### src/rtl/ysyx_23060136_DEFINES.sv
// ============================================================================
// ysyx_23060136_DEFINES: shared types for the pipeline controller.
// Rev 1.0
// ============================================================================
`default_nettype none

package ysyx_23060136_DEFINES;

  typedef enum logic [1:0] {
    RUN        = 2'd0,
    REDIR_WAIT = 2'd1,
    HALT       = 2'd2
  } ysyx_23060136_pipe_state_t;

  // Anything other than HALT still accepts redirects and counts events.
  function automatic logic pipe_state_live(input ysyx_23060136_pipe_state_t st);
    return st != HALT;
  endfunction

endpackage

`default_nettype wire

### src/rtl/ysyx_23060136_perf_cnt.sv
// ============================================================================
// ysyx_23060136_perf_cnt: wrapping event counter with enable, async reset.
// Rev 1.0
// ============================================================================
`default_nettype none

module ysyx_23060136_perf_cnt #(
  parameter int W = 32
) (
  input  logic         clk,
  input  logic         rst,
  input  logic         en_i,
  output logic [W-1:0] cnt_o
);

  logic [W-1:0] cnt_q;
  logic [W-1:0] cnt_d;

  always_comb begin
    cnt_d = cnt_q;
    if (en_i) cnt_d = cnt_q + W'(1);
  end

  always_ff @(posedge clk or posedge rst) begin
    if (rst) cnt_q <= '0;
    else     cnt_q <= cnt_d;
  end

  assign cnt_o = cnt_q;

endmodule

`default_nettype wire

### src/rtl/ysyx_23060136_pipe_ctrl.sv
// ============================================================================
// ysyx_23060136_pipe_ctrl: stall/flush arbitration, redirect FSM, perf counters.
// Rev 1.0
// ============================================================================
`default_nettype none

module ysyx_23060136_pipe_ctrl
  import ysyx_23060136_DEFINES::*;
#(
  parameter int CNT_W = 32
) (
  input  logic             clk,
  input  logic             rst,
  input  logic             IF_i_valid,
  input  logic             EX_i_busy,
  input  logic             EX_i_redirect,
  input  logic             ID_i_load_use,
  input  logic             ME_i_busy,
  input  logic             WB_i_system_halt,
  output logic             FORWARD_stallIF,
  output logic             FORWARD_stallID,
  output logic             FORWARD_stallEX,
  output logic             FORWARD_stallME,
  output logic             FORWARD_stallWB,
  output logic             FORWARD_flushIF,
  output logic             FORWARD_flushID,
  output logic             FORWARD_flushEX,
  output logic             FORWARD_flushME,
  output logic [CNT_W-1:0] PERF_o_stall_cnt,
  output logic [CNT_W-1:0] PERF_o_redirect_cnt
);

  ysyx_23060136_pipe_state_t state_q;

  logic w_back_busy;
  logic w_ex_busy;
  logic w_load_use;
  logic w_redirect;
  logic w_redir_acc;
  logic w_stall_en;

  // A busy MEM or EX stage masks the younger hazard sources entirely.
  assign w_back_busy = ME_i_busy | EX_i_busy;
  assign w_ex_busy   = EX_i_busy & ~ME_i_busy;
  assign w_load_use  = ID_i_load_use & ~w_back_busy;
  assign w_redirect  = EX_i_redirect & ~w_back_busy;
  assign w_redir_acc = w_redirect & pipe_state_live(state_q);

  always_comb begin
    FORWARD_stallIF = 1'b0;
    FORWARD_stallID = 1'b0;
    FORWARD_stallEX = 1'b0;
    FORWARD_stallME = 1'b0;
    FORWARD_stallWB = 1'b0;
    FORWARD_flushIF = 1'b0;
    FORWARD_flushID = 1'b0;
    FORWARD_flushEX = 1'b0;
    FORWARD_flushME = 1'b0;
    if (rst) begin
      FORWARD_flushIF = 1'b1;
      FORWARD_flushID = 1'b1;
      FORWARD_flushEX = 1'b1;
      FORWARD_flushME = 1'b1;
    end else if (state_q == HALT) begin
      FORWARD_stallIF = 1'b1;
      FORWARD_stallID = 1'b1;
      FORWARD_stallEX = 1'b1;
      FORWARD_stallME = 1'b1;
      FORWARD_stallWB = 1'b1;
    end else begin
      if (ME_i_busy) begin
        FORWARD_stallIF = 1'b1;
        FORWARD_stallID = 1'b1;
        FORWARD_stallEX = 1'b1;
        FORWARD_stallME = 1'b1;
        FORWARD_flushME = 1'b1;
      end
      if (w_ex_busy) begin
        FORWARD_stallIF = 1'b1;
        FORWARD_stallID = 1'b1;
        FORWARD_stallEX = 1'b1;
        FORWARD_flushEX = 1'b1;
      end
      if (w_load_use) begin
        FORWARD_stallIF = 1'b1;
        FORWARD_stallID = 1'b1;
        FORWARD_flushID = 1'b1;
      end
      // Redirect kills the ID instruction even if load-use wanted to hold it.
      if (w_redirect) begin
        FORWARD_flushIF = 1'b1;
        FORWARD_flushID = 1'b1;
        FORWARD_stallID = 1'b0;
      end
      if (~IF_i_valid & ~w_back_busy & ~w_load_use) begin
        FORWARD_stallIF = 1'b1;
        FORWARD_flushIF = 1'b1;
      end
      if (state_q == REDIR_WAIT) begin
        FORWARD_stallIF = 1'b0;
        FORWARD_flushIF = 1'b1;
      end
    end
  end

  always_ff @(posedge clk or posedge rst) begin
    if (rst) begin
      state_q <= RUN;
    end else begin
      case (state_q)
        RUN: begin
          if (WB_i_system_halt)                state_q <= HALT;
          else if (w_redir_acc & ~IF_i_valid)  state_q <= REDIR_WAIT;
        end
        REDIR_WAIT: begin
          if (WB_i_system_halt)                state_q <= HALT;
          else if (w_redir_acc)                state_q <= REDIR_WAIT;
          else if (IF_i_valid)                 state_q <= RUN;
        end
        HALT:    state_q <= HALT;
        default: state_q <= RUN;
      endcase
    end
  end

  assign w_stall_en = FORWARD_stallIF & pipe_state_live(state_q);

  ysyx_23060136_perf_cnt #(.W(CNT_W)) u_stall_cnt (
    .clk   (clk),
    .rst   (rst),
    .en_i  (w_stall_en),
    .cnt_o (PERF_o_stall_cnt)
  );

  ysyx_23060136_perf_cnt #(.W(CNT_W)) u_redirect_cnt (
    .clk   (clk),
    .rst   (rst),
    .en_i  (w_redir_acc),
    .cnt_o (PERF_o_redirect_cnt)
  );

endmodule

`default_nettype wire

### config.mk
export PLATFORM = sky130hd
export DESIGN_NAME = ysyx_23060136_pipe_ctrl
export DESIGN_NICKNAME = d
export VERILOG_FILES = /design/src/rtl/ysyx_23060136_DEFINES.sv /design/src/rtl/ysyx_23060136_perf_cnt.sv /design/src/rtl/ysyx_23060136_pipe_ctrl.sv
export SDC_FILE = /design/constraint.sdc
export NUM_CORES = 1
export LEC_CHECK = 0
export BUFFER_PORTS_ARGS = -buffer_cell sky130_fd_sc_hd__clkbuf_2
export CORE_MARGIN = 2
export CORE_UTILIZATION = 35
export CTS_CLUSTER_DIAMETER = 80
export CTS_CLUSTER_SIZE = 24
export DETAILED_ROUTE_END_ITERATION = 8
export MAX_ROUTING_LAYER = met4
export SYNTH_ARGS = -nofsm -noshare
export SYNTH_HDL_FRONTEND = slang
export SYNTH_SLANG_ARGS = --single-unit
### constraint.sdc
create_clock -name clk -period 9.7 [get_ports clk]
set_input_delay 2.425 -clock clk [delete_from_list [all_inputs] [get_ports clk]]
set_output_delay 2.425 -clock clk [all_outputs]
set_load 0.01 [all_outputs]
=== Word level (Yosys, flattened, before mapping) ===
Index checks and enable logic that the tools add are counted.

* $add $sub $neg: 2
* $mul: 0
* Div/mod/pow operators: 0
* Magnitude comparators: 0
* Equal/unequal tests: 5
* Shift operators: 0
* Multiplexer cells: 36
* Bitwise gates (word level): 13
* Reduce and logical (&&, ||, !) cells: 2

{| class="wikitable"
|+ Operators with widths
! cell !! count
|-
| adder 32 x 1 -> 32 bit (second input constant) || 2
|-
| 2-to-1 mux 1 bit || 30
|-
| 2-to-1 mux 2 bit || 5
|-
| bitwise AND 1 bit || 8
|-
| one-hot mux 2 bit (3 select lines) || 1
|-
| != test 4 bit (second input constant) || 1
|-
| inverter 1 bit || 4
|-
| != test 3 bit (second input constant) || 1
|-
| equality test 2 x 1 -> 1 bit (second input constant) || 1
|-
| equality test 2 bit (second input constant) || 1
|-
| zero test 2 bit || 1
|-
| != test 2 bit (second input constant) || 1
|-
| AND reduction 2 bit || 1
|-
| OR 1 bit || 1
|}

* Register bits: 66
* Latch bits: 0
* Bits in writable memories: 0
* Memory bits (read-only): 0
* Output and inout bits: 73
* Logic and storage cells: 61
* Memories: 0

=== Longest topological paths before layout ===
Gate-level depths: netlist (run 1).

* Depth after elaboration: 10
* Depth in mapped cells: 6
* Depth with buffers taken out: 5

=== Modules after synthesis ===
A second synthesis (run 1) with hierarchy kept.

* Cell total of the unflattened synthesis: 287
* Area, all modules: 3,253.1 sq um

{| class="wikitable"
|+ By module, submodules not included
! module !! instances !! cells each !! area an instance (sq um) !! seq. area each (sq um)
|-
| ysyx_23060136_perf_cnt || 2 || 126 || 1,510.2 || 800.8
|-
| ysyx_23060136_pipe_ctrl || 1 || 35 || 232.7 || 50.0
|}

=== Worst setup path after synthesis (run 1) ===
Ideal clock, no wire load.

* Path type: input -> output
* Start: in rst
* End: out FORWARD_flushEX
* Data arrival time: 4,316 ps
* Required time: 7,275 ps
* Path slack: 2,959 ps
* Stages: 3
* Cell sequence: clkbuf_1 > inv_1 > nand2_1

* Longest elaborated chain between the ends: 1

{| class="wikitable"
|+ RTL lines
! item !! RTL line !! text
|-
| start, declared || ysyx_23060136_pipe_ctrl.sv:13 || <nowiki>input logic rst,</nowiki>
|-
| 2-to-1 mux 1 bit || ysyx_23060136_pipe_ctrl.sv:59 || <nowiki>if (rst) begin</nowiki>
|-
| end, declared || ysyx_23060136_pipe_ctrl.sv:27 || <nowiki>output logic FORWARD_flushEX,</nowiki>
|}

No other way between the ends.

=== Final worst setup path (run 1) ===
* Start: in ME_i_busy
* End: out FORWARD_flushID

* Longest elaborated chain between the ends: 7
* Elaborated cells between the ends (all ways): 8

{| class="wikitable"
|+ RTL lines
! item !! RTL line !! text
|-
| start, declared || ysyx_23060136_pipe_ctrl.sv:18 || <nowiki>input logic ME_i_busy,</nowiki>
|-
| OR 1 bit * || ysyx_23060136_pipe_ctrl.sv:43 || <nowiki>assign w_back_busy = ME_i_busy | EX_i_busy;</nowiki>
|-
| inverter 1 bit * || ysyx_23060136_pipe_ctrl.sv:45, ysyx_23060136_pipe_ctrl.sv:46 ||
|-
| bitwise AND 1 bit || ysyx_23060136_pipe_ctrl.sv:45 || <nowiki>assign w_load_use = ID_i_load_use & ~w_back_busy;</nowiki>
|-
| 2-to-1 mux 1 bit || ysyx_23060136_pipe_ctrl.sv:84 || <nowiki>if (w_load_use) begin</nowiki>
|-
| 2-to-1 mux 1 bit * || ysyx_23060136_pipe_ctrl.sv:90 || <nowiki>if (w_redirect) begin</nowiki>
|-
| 2-to-1 mux 1 bit * || ysyx_23060136_pipe_ctrl.sv:64 || <nowiki>end else if (state_q == HALT) begin</nowiki>
|-
| 2-to-1 mux 1 bit * || ysyx_23060136_pipe_ctrl.sv:59 ||
|-
| end, declared || ysyx_23060136_pipe_ctrl.sv:26 || <nowiki>output logic FORWARD_flushID,</nowiki>
|}

Every way passes the cells marked *; elsewhere a longest branch is shown, timed or not.

==> results of run 1 <==
-- worst reg2reg max path, stage by stage (launching register included) --
cell     delay (ns)
dfrtp_1        0.47
nand4_2        0.20
or3_1          0.73
or4_4          0.66
xnor2_2        0.14
-- logic make-up (layout without fill, tap and decap cells) --
logic type	count (synthesis)	count (layout)	share of synthesized area, %
and+or+nand+nor	143	143	25.0
xor gates and xnor gates	63	63	17.3
AOI/OAI and AO/OA	6	6	1.20
adders and majority gates	3	3	1.08
buffers and inverters	26	113	3.60
DFF	66	66	51.1
muxes	2	2	0.697
-- per-stage QoR --
step / cell area (µm²) / power, mW / setup slack [ns]
2_1_floorplan: 3230 / 0.373 / 2.96
3_3_place_gp: 3740 / 0.412 / 3.84
3_5_place_dp: 3740 / 0.415 / 3.80
4_1_cts: 3960 / 0.675 / 3.80
5_1_grt: 3960 / 0.695 / 3.70
6_report: 3960 / 0.663 / 3.79
-- area by class of cell --
class | instances | area, µm²
Tap cell | 111 | 139
Multi-Input combinational cell | 217 | 1470
Timing Repair Buffer | 84 | 430
Sequential cell | 66 | 1650
Clock inverter | 6 | 91.3
Clock buffer | 10 | 128
Inverter | 13 | 48.8
Fill cell | 895 | 5150
-- cell usage after synthesis, types with 2 or more instances --
| library cell | number | area [µm²] |
|---|---|---|
| ha_1 | 2 | 25.0 |
| nor4_1 | 9 | 56.3 |
| or3_1 | 4 | 25.0 |
| nor2_1 | 17 | 63.8 |
| dfrtp_1 | 66 | 1650 |
| nand2b_1 | 2 | 12.5 |
| xnor2_1 | 42 | 368 |
| nand2_1 | 28 | 105 |
| buf_6 | 2 | 22.5 |
| and4_1 | 2 | 17.5 |
| nand4_1 | 21 | 131 |
| mux2_2 | 2 | 22.5 |
| nor4b_1 | 2 | 17.5 |
| xor2_1 | 20 | 175 |
| inv_1 | 13 | 48.8 |
| clkbuf_1 | 8 | 30.0 |
| and2_1 | 4 | 25.0 |
| buf_2 | 3 | 15.0 |
| nand4b_1 | 2 | 17.5 |
| or4_1 | 3 | 22.5 |
| nand3_1 | 22 | 110 |
| o21ai_0 | 2 | 10.0 |
| and3_1 | 3 | 18.8 |
| nor4_2 | 6 | 75.1 |
| nor3_1 | 13 | 65.1 |
-- cell usage in the layout, fill, tap and decap left out, types with 2 or more instances in the layout --
cell       count
clkbuf_2      80
dfrtp_1       66
xnor2_1       42
nand2_1       28
nand3_1       22
nand4_1       21
xor2_1        20
nor2_1        17
nor3_1        13
inv_1         12
clkbuf_8       9
nor4_1         8
nor4_2         7
or3_1          4
and2_1         4
buf_4          4
or4_1          3
and3_1         3
clkinv_4       3
nor4b_1        2
and4_1         2
nand2b_1       2
o21ai_0        2
mux2_2         2
nand4b_1       2
ha_1           2
bufinv_16      2
-- registers in the layout, indices dropped and copies added, names as in the netlist --
name,flops
u_redirect_cnt.cnt_o,32
state_q,2
u_stall_cnt.cnt_o,32
-- per-layer routing --
| layer | wire length [µm] | global-route usage (%) | up-vias | part of all wire (%) |
|---|---|---|---|---|
| met5 | 0 | - | - | 0 |
| met4 | 124 | 6.64 | 0 | 1.8 |
| met3 | 292 | 2.86 | 10 | 4.2 |
| met2 | 3180 | 22.3 | 61 | 46 |
| met1 | 3310 | 19.9 | 1256 | 48 |
| li1 | - | - | 1233 | - |
-- final timing paths --
kind	endpoint	slack [ns]
max	FORWARD_flushID	3.79
max reg2reg	u_stall_cnt.cnt_o[20]	7.40
min in group asynchronous	u_stall_cnt.cnt_o[6]	2.45
min	u_stall_cnt.cnt_o[31]	0.46
max in group asynchronous	u_redirect_cnt.cnt_o[5]	6.65
min reg2reg	u_stall_cnt.cnt_o[31]	0.46
-- power by group --
| part | switching [mW] | total (mW) | internal (mW) | leakage, nW |
|---|---|---|---|---|
| clock network | 0.111 | 0.257 | 0.146 | 0.110 |
| logic | 0.0491 | 0.0863 | 0.0372 | 0.844 |
| registers | 0.0263 | 0.320 | 0.294 | 0.863 |
| total | 0.186 | 0.663 | 0.477 | 1.82 |
==> flow_metrics.tcl, run 1 <==
set metrics [dict create \
    die_w_um 100 \
    cts_tree "yes" \
    antenna_cells 0 \
    vias 2560 \
    crit_path_end_kind "output pin" \
    syn-mean-instance-area_um2 10.5 \
    grtUsageTotal_pct 14.9 \
    yosysSeqAreaShare_pct 51.1 \
    yosys_register_bits 66 \
    core_region_area_um2 9110 \
    crit_family "simple AND/OR/NAND/NOR gates" \
    max_stage_delay_ns 0.51 \
    critical_path_buf_inv_count 2 \
    holdCritPathClass "flop to flop" \
    clk_pin_slew_ns 0.07 \
    hp-start "u_stall_cnt.cnt_o[31]" \
    rows 35 \
    dp.cells 491 \
    avgRoutedWirePerCell_um 13.6 \
    clk_latency_ns 0.34 \
    layout.nets 401 \
    hold_buffers 0 \
    first_global_vias 2361 \
    critPathArrivalTime_ns 3.48 \
    syn_area_um2 3230 \
    dpl.hpwl_um 4760 \
    fin_setup_tns_ns 0 \
    synth_nets 319 \
    first_pass_iters 4 \
    rsz0062_at_grt "false" \
    ys_types 36 \
    synth_edf_count 0 \
    status "complete, no violations" \
    synth_cells 309 \
    r2r_start "u_stall_cnt.cnt_o[3]" \
    finalSetupViolCount 0 \
    cp_num_cells 5 \
    antenna_found_initial 0 \
    vdd_drop_max_v 0.0000718 \
    antenna_left 0 \
    cp-start-kind "primary input" \
    ff2ff_path_depth 4 \
    cp.required_ns 7.28 \
    final_core_util_pct 43.4 \
    vias_per_cell 5.05 \
    die_area_um2 10000 \
    clockRootBuffer "clkbuf_8" \
    gp_congestion 0.797 \
    htreeDepth 3 \
    overflow 0 \
    route.detailed.drc 0 \
    routed_wl_um 6910 \
    clock-sinks 66 \
    postCtsSetupRepairBufs 0 \
    ys_warn_count 0 \
    skew_ns 0.0129 \
    drt_iter0_drc 84 \
    fmax_ghz 0.169 \
    grt_pass1_wl_um 11600 \
    critPathSlowestCell "nor3_1" \
    timing.final.crit_period_ns 5.91 \
    cts_buffer_depth 2 \
    ctsResizeCount 0 \
    powerDensity_nw_per_um2 168 \
    tightest_slew_ns 0.853 \
    layout.cells.non_filler 507 \
    cts_buffers 9 \
    hold_slack_ns 0.464 \
    die_h_um 100 \
    start_util_pct 35.5 \
    crit_top_cell "clkbuf_2" \
    io_buffers 80 \
    fin_crit_sh_pct 60.9 \
    drv_cap 0 \
    syn_to_final_growth_pct 22.5 \
    grt_max_degree 67 \
    hold_path_depth 1 \
    layout-drive-gt1-share_pct 28.5 \
    path_class "primary input to output pin" \
    slew_violations 0 \
    async_flop_share_pct 100 \
    critPathMaxFanout 7 \
    hold_viol 0 \
    yosys_most_used_dff "dfrtp_1" \
    io_pins 81 \
    p_leak_nw 1.82 \
    cp_cell_sequence "clkbuf_2 > nor3_1 > o21ai_0 > nand2_1 > clkbuf_2" \
    slew_headroom_pct 43.2 \
    critical_path.startpoint "ME_i_busy" \
]
Power figures use the tool's default switching activity.
==> inputs of run 2 (changes only) <==
clock period = 5.57 ns   (was 9.7 ns; I/O delays follow)
==> run 2 against run 1 <==
Effect of this change:
- routed wire length rose by 2.8%
- worst setup slack got worse by 2.1 ns
- clock power rose by 79%
- largest power group unchanged
- sequential share of layout area is 0.079 points lower
- design area rose by 0.19%
- combinational power up 73%
==> flow_metrics.tcl, run 2 (synthesis gave the netlist of run 1 again) <==
set metrics [dict create \
    status "complete, no violations" \
    n_fill_cell 883 \
    p_leak_nw 1.82 \
    postCtsSetupRepairBufs 0 \
    holdCritPathClass "flop to flop" \
    routed_wl_um 7110 \
    io_buffers 80 \
    layout.nets 401 \
    clk_pin_slew_ns 0.07 \
    route.detailed.drc 0 \
    clk_latency_ns 0.34 \
    first_pass_iters 4 \
    gp_congestion 0.813 \
    antenna_cells 0 \
    grt_util_met3_pct 3.83 \
    clockRootBuffer "clkbuf_8" \
    p_total_mw 1.17 \
    antenna_found_initial 0 \
    grt_pass1_wl_um 11700 \
    grtUsageMet1_pct 19.5 \
    rows 35 \
    drt_iter0_drc 72 \
    skew_ns 0.00730 \
    cp.required_ns 4.18 \
    grt.busiest_layer "met2" \
    cts_tree "yes" \
    io_pins 81 \
    rsz0062_at_grt "false" \
    clock-sinks 66 \
    slew_headroom_pct 43.3 \
    tightest_slew_ns 0.851 \
    grt_max_degree 67 \
    antenna_left 0 \
    fin_crit_sh_pct 69.2 \
    start_util_pct 35.5 \
    vias 2556 \
    timing.final.crit_period_ns 3.86 \
    vias_per_cell 5.04 \
    use_met2_pct 23.7 \
    critPathMaxFanout 7 \
    switchingPower_mw 0.324 \
    crit_path_end_kind "output pin" \
    die_w_um 100 \
    p_int_mw 0.841 \
    final_cell_mix "clkbuf_2 (80), dfrtp_1 (66), xnor2_1 (42)" \
    first_global_vias 2399 \
    cts_buffers 9 \
    syn_to_final_growth_pct 22.7 \
    powerDensity_nw_per_um2 294 \
    path_class "primary input to output pin" \
    final_common_cell "clkbuf_2" \
    combPwrFrac_pct 12.8 \
    finalSetupViolCount 0 \
    core_region_area_um2 9110 \
    overflow 0 \
    ctsResizeCount 0 \
    slew_violations 0 \
    critPathArrivalTime_ns 2.46 \
    cts_buffer_depth 2 \
    layout-drive-gt1-share_pct 28.8 \
    dpl.hpwl_um 4790 \
    hold_viol 0 \
    avgRoutedWirePerCell_um 14.0 \
    fmax_ghz 0.259 \
    cp-start-kind "primary input" \
    switching_share_pct 27.8 \
    htreeDepth 3 \
    fin_setup_tns_ns 0 \
    die_h_um 100 \
    vdd_drop_max_v 0.000102 \
    p_clk_share_pct 39.4 \
    hold_buffers 0 \
    drv_cap 0 \
    grtUsageTotal_pct 15.2 \
    pwr-share-seq_pct 47.8 \
    die_area_um2 10000 \
]
==> run 2: path summary, 6_finish.rpt <==
kind / start / endpoint / slack (ns) / cells after the start
setup / recovery: ME_i_busy / FORWARD_flushID / 1.71 / 5
hold / removal: u_stall_cnt.cnt_o[31] / u_stall_cnt.cnt_o[31] / 0.47 / 1
setup reg to reg: u_stall_cnt.cnt_o[3] / u_stall_cnt.cnt_o[20] / 3.28 / 4
hold reg to reg: u_stall_cnt.cnt_o[31] / u_stall_cnt.cnt_o[31] / 0.47 / 1
max in group asynchronous: rst / state_q[1] / 3.56 / 3
min in group asynchronous: rst / u_stall_cnt.cnt_o[6] / 1.44 / 3
==> run 2: power by group through the flow <==
stage          sequential, mW  clock (mW)  combinational [mW]
6_report                0.557       0.460               0.149
5_1_grt                 0.564       0.496               0.170
4_1_cts                 0.559       0.477               0.153
3_5_place_dp            0.568           0               0.152
3_3_place_gp            0.566           0               0.152
2_1_floorplan           0.572           0              0.0781
==> run 2: area by class of cell <==
| class | count | area [µm²] | area share, % |
|---|---|---|---|
| Sequential cell | 66 | 1650 | 41.7 |
| Multi-Input combinational cell | 217 | 1470 | 37.0 |
| Timing Repair Buffer | 84 | 430 | 10.9 |
| Tap cell | 111 | 139 | 3.50 |
| Clock buffer | 10 | 138 | 3.47 |
| Clock inverter | 6 | 88.8 | 2.24 |
| Inverter | 13 | 48.8 | 1.23 |
==> run 2: metal layers <==
metal  up-vias  routed length, µm
met5         -                  0
met4         0                 83
met3         9                271
met2        57               3320
met1      1256               3430
li1       1234                  -
==> run 2: through the flow <==
step	util (%)	cells	hold WS (ns)	instance area (µm²)	setup WS, ns
2_1_floorplan	-	309	0.497	3230	0.894
3_3_place_gp	41.0	491	0.455	3740	1.78
3_5_place_dp	41.0	491	0.462	3740	1.74
4_1_cts	43.5	507	0.475	3970	1.74
5_1_grt	43.5	507	0.484	3970	1.54
6_report	43.5	507	0.471	3970	1.71
==> run 2: critical path, cell delays in order <==
cell and delay, ns:
clkbuf_2 0.14, nor3_1 0.52, o21ai_0 0.17, nand2_1 0.10, clkbuf_2 0.13
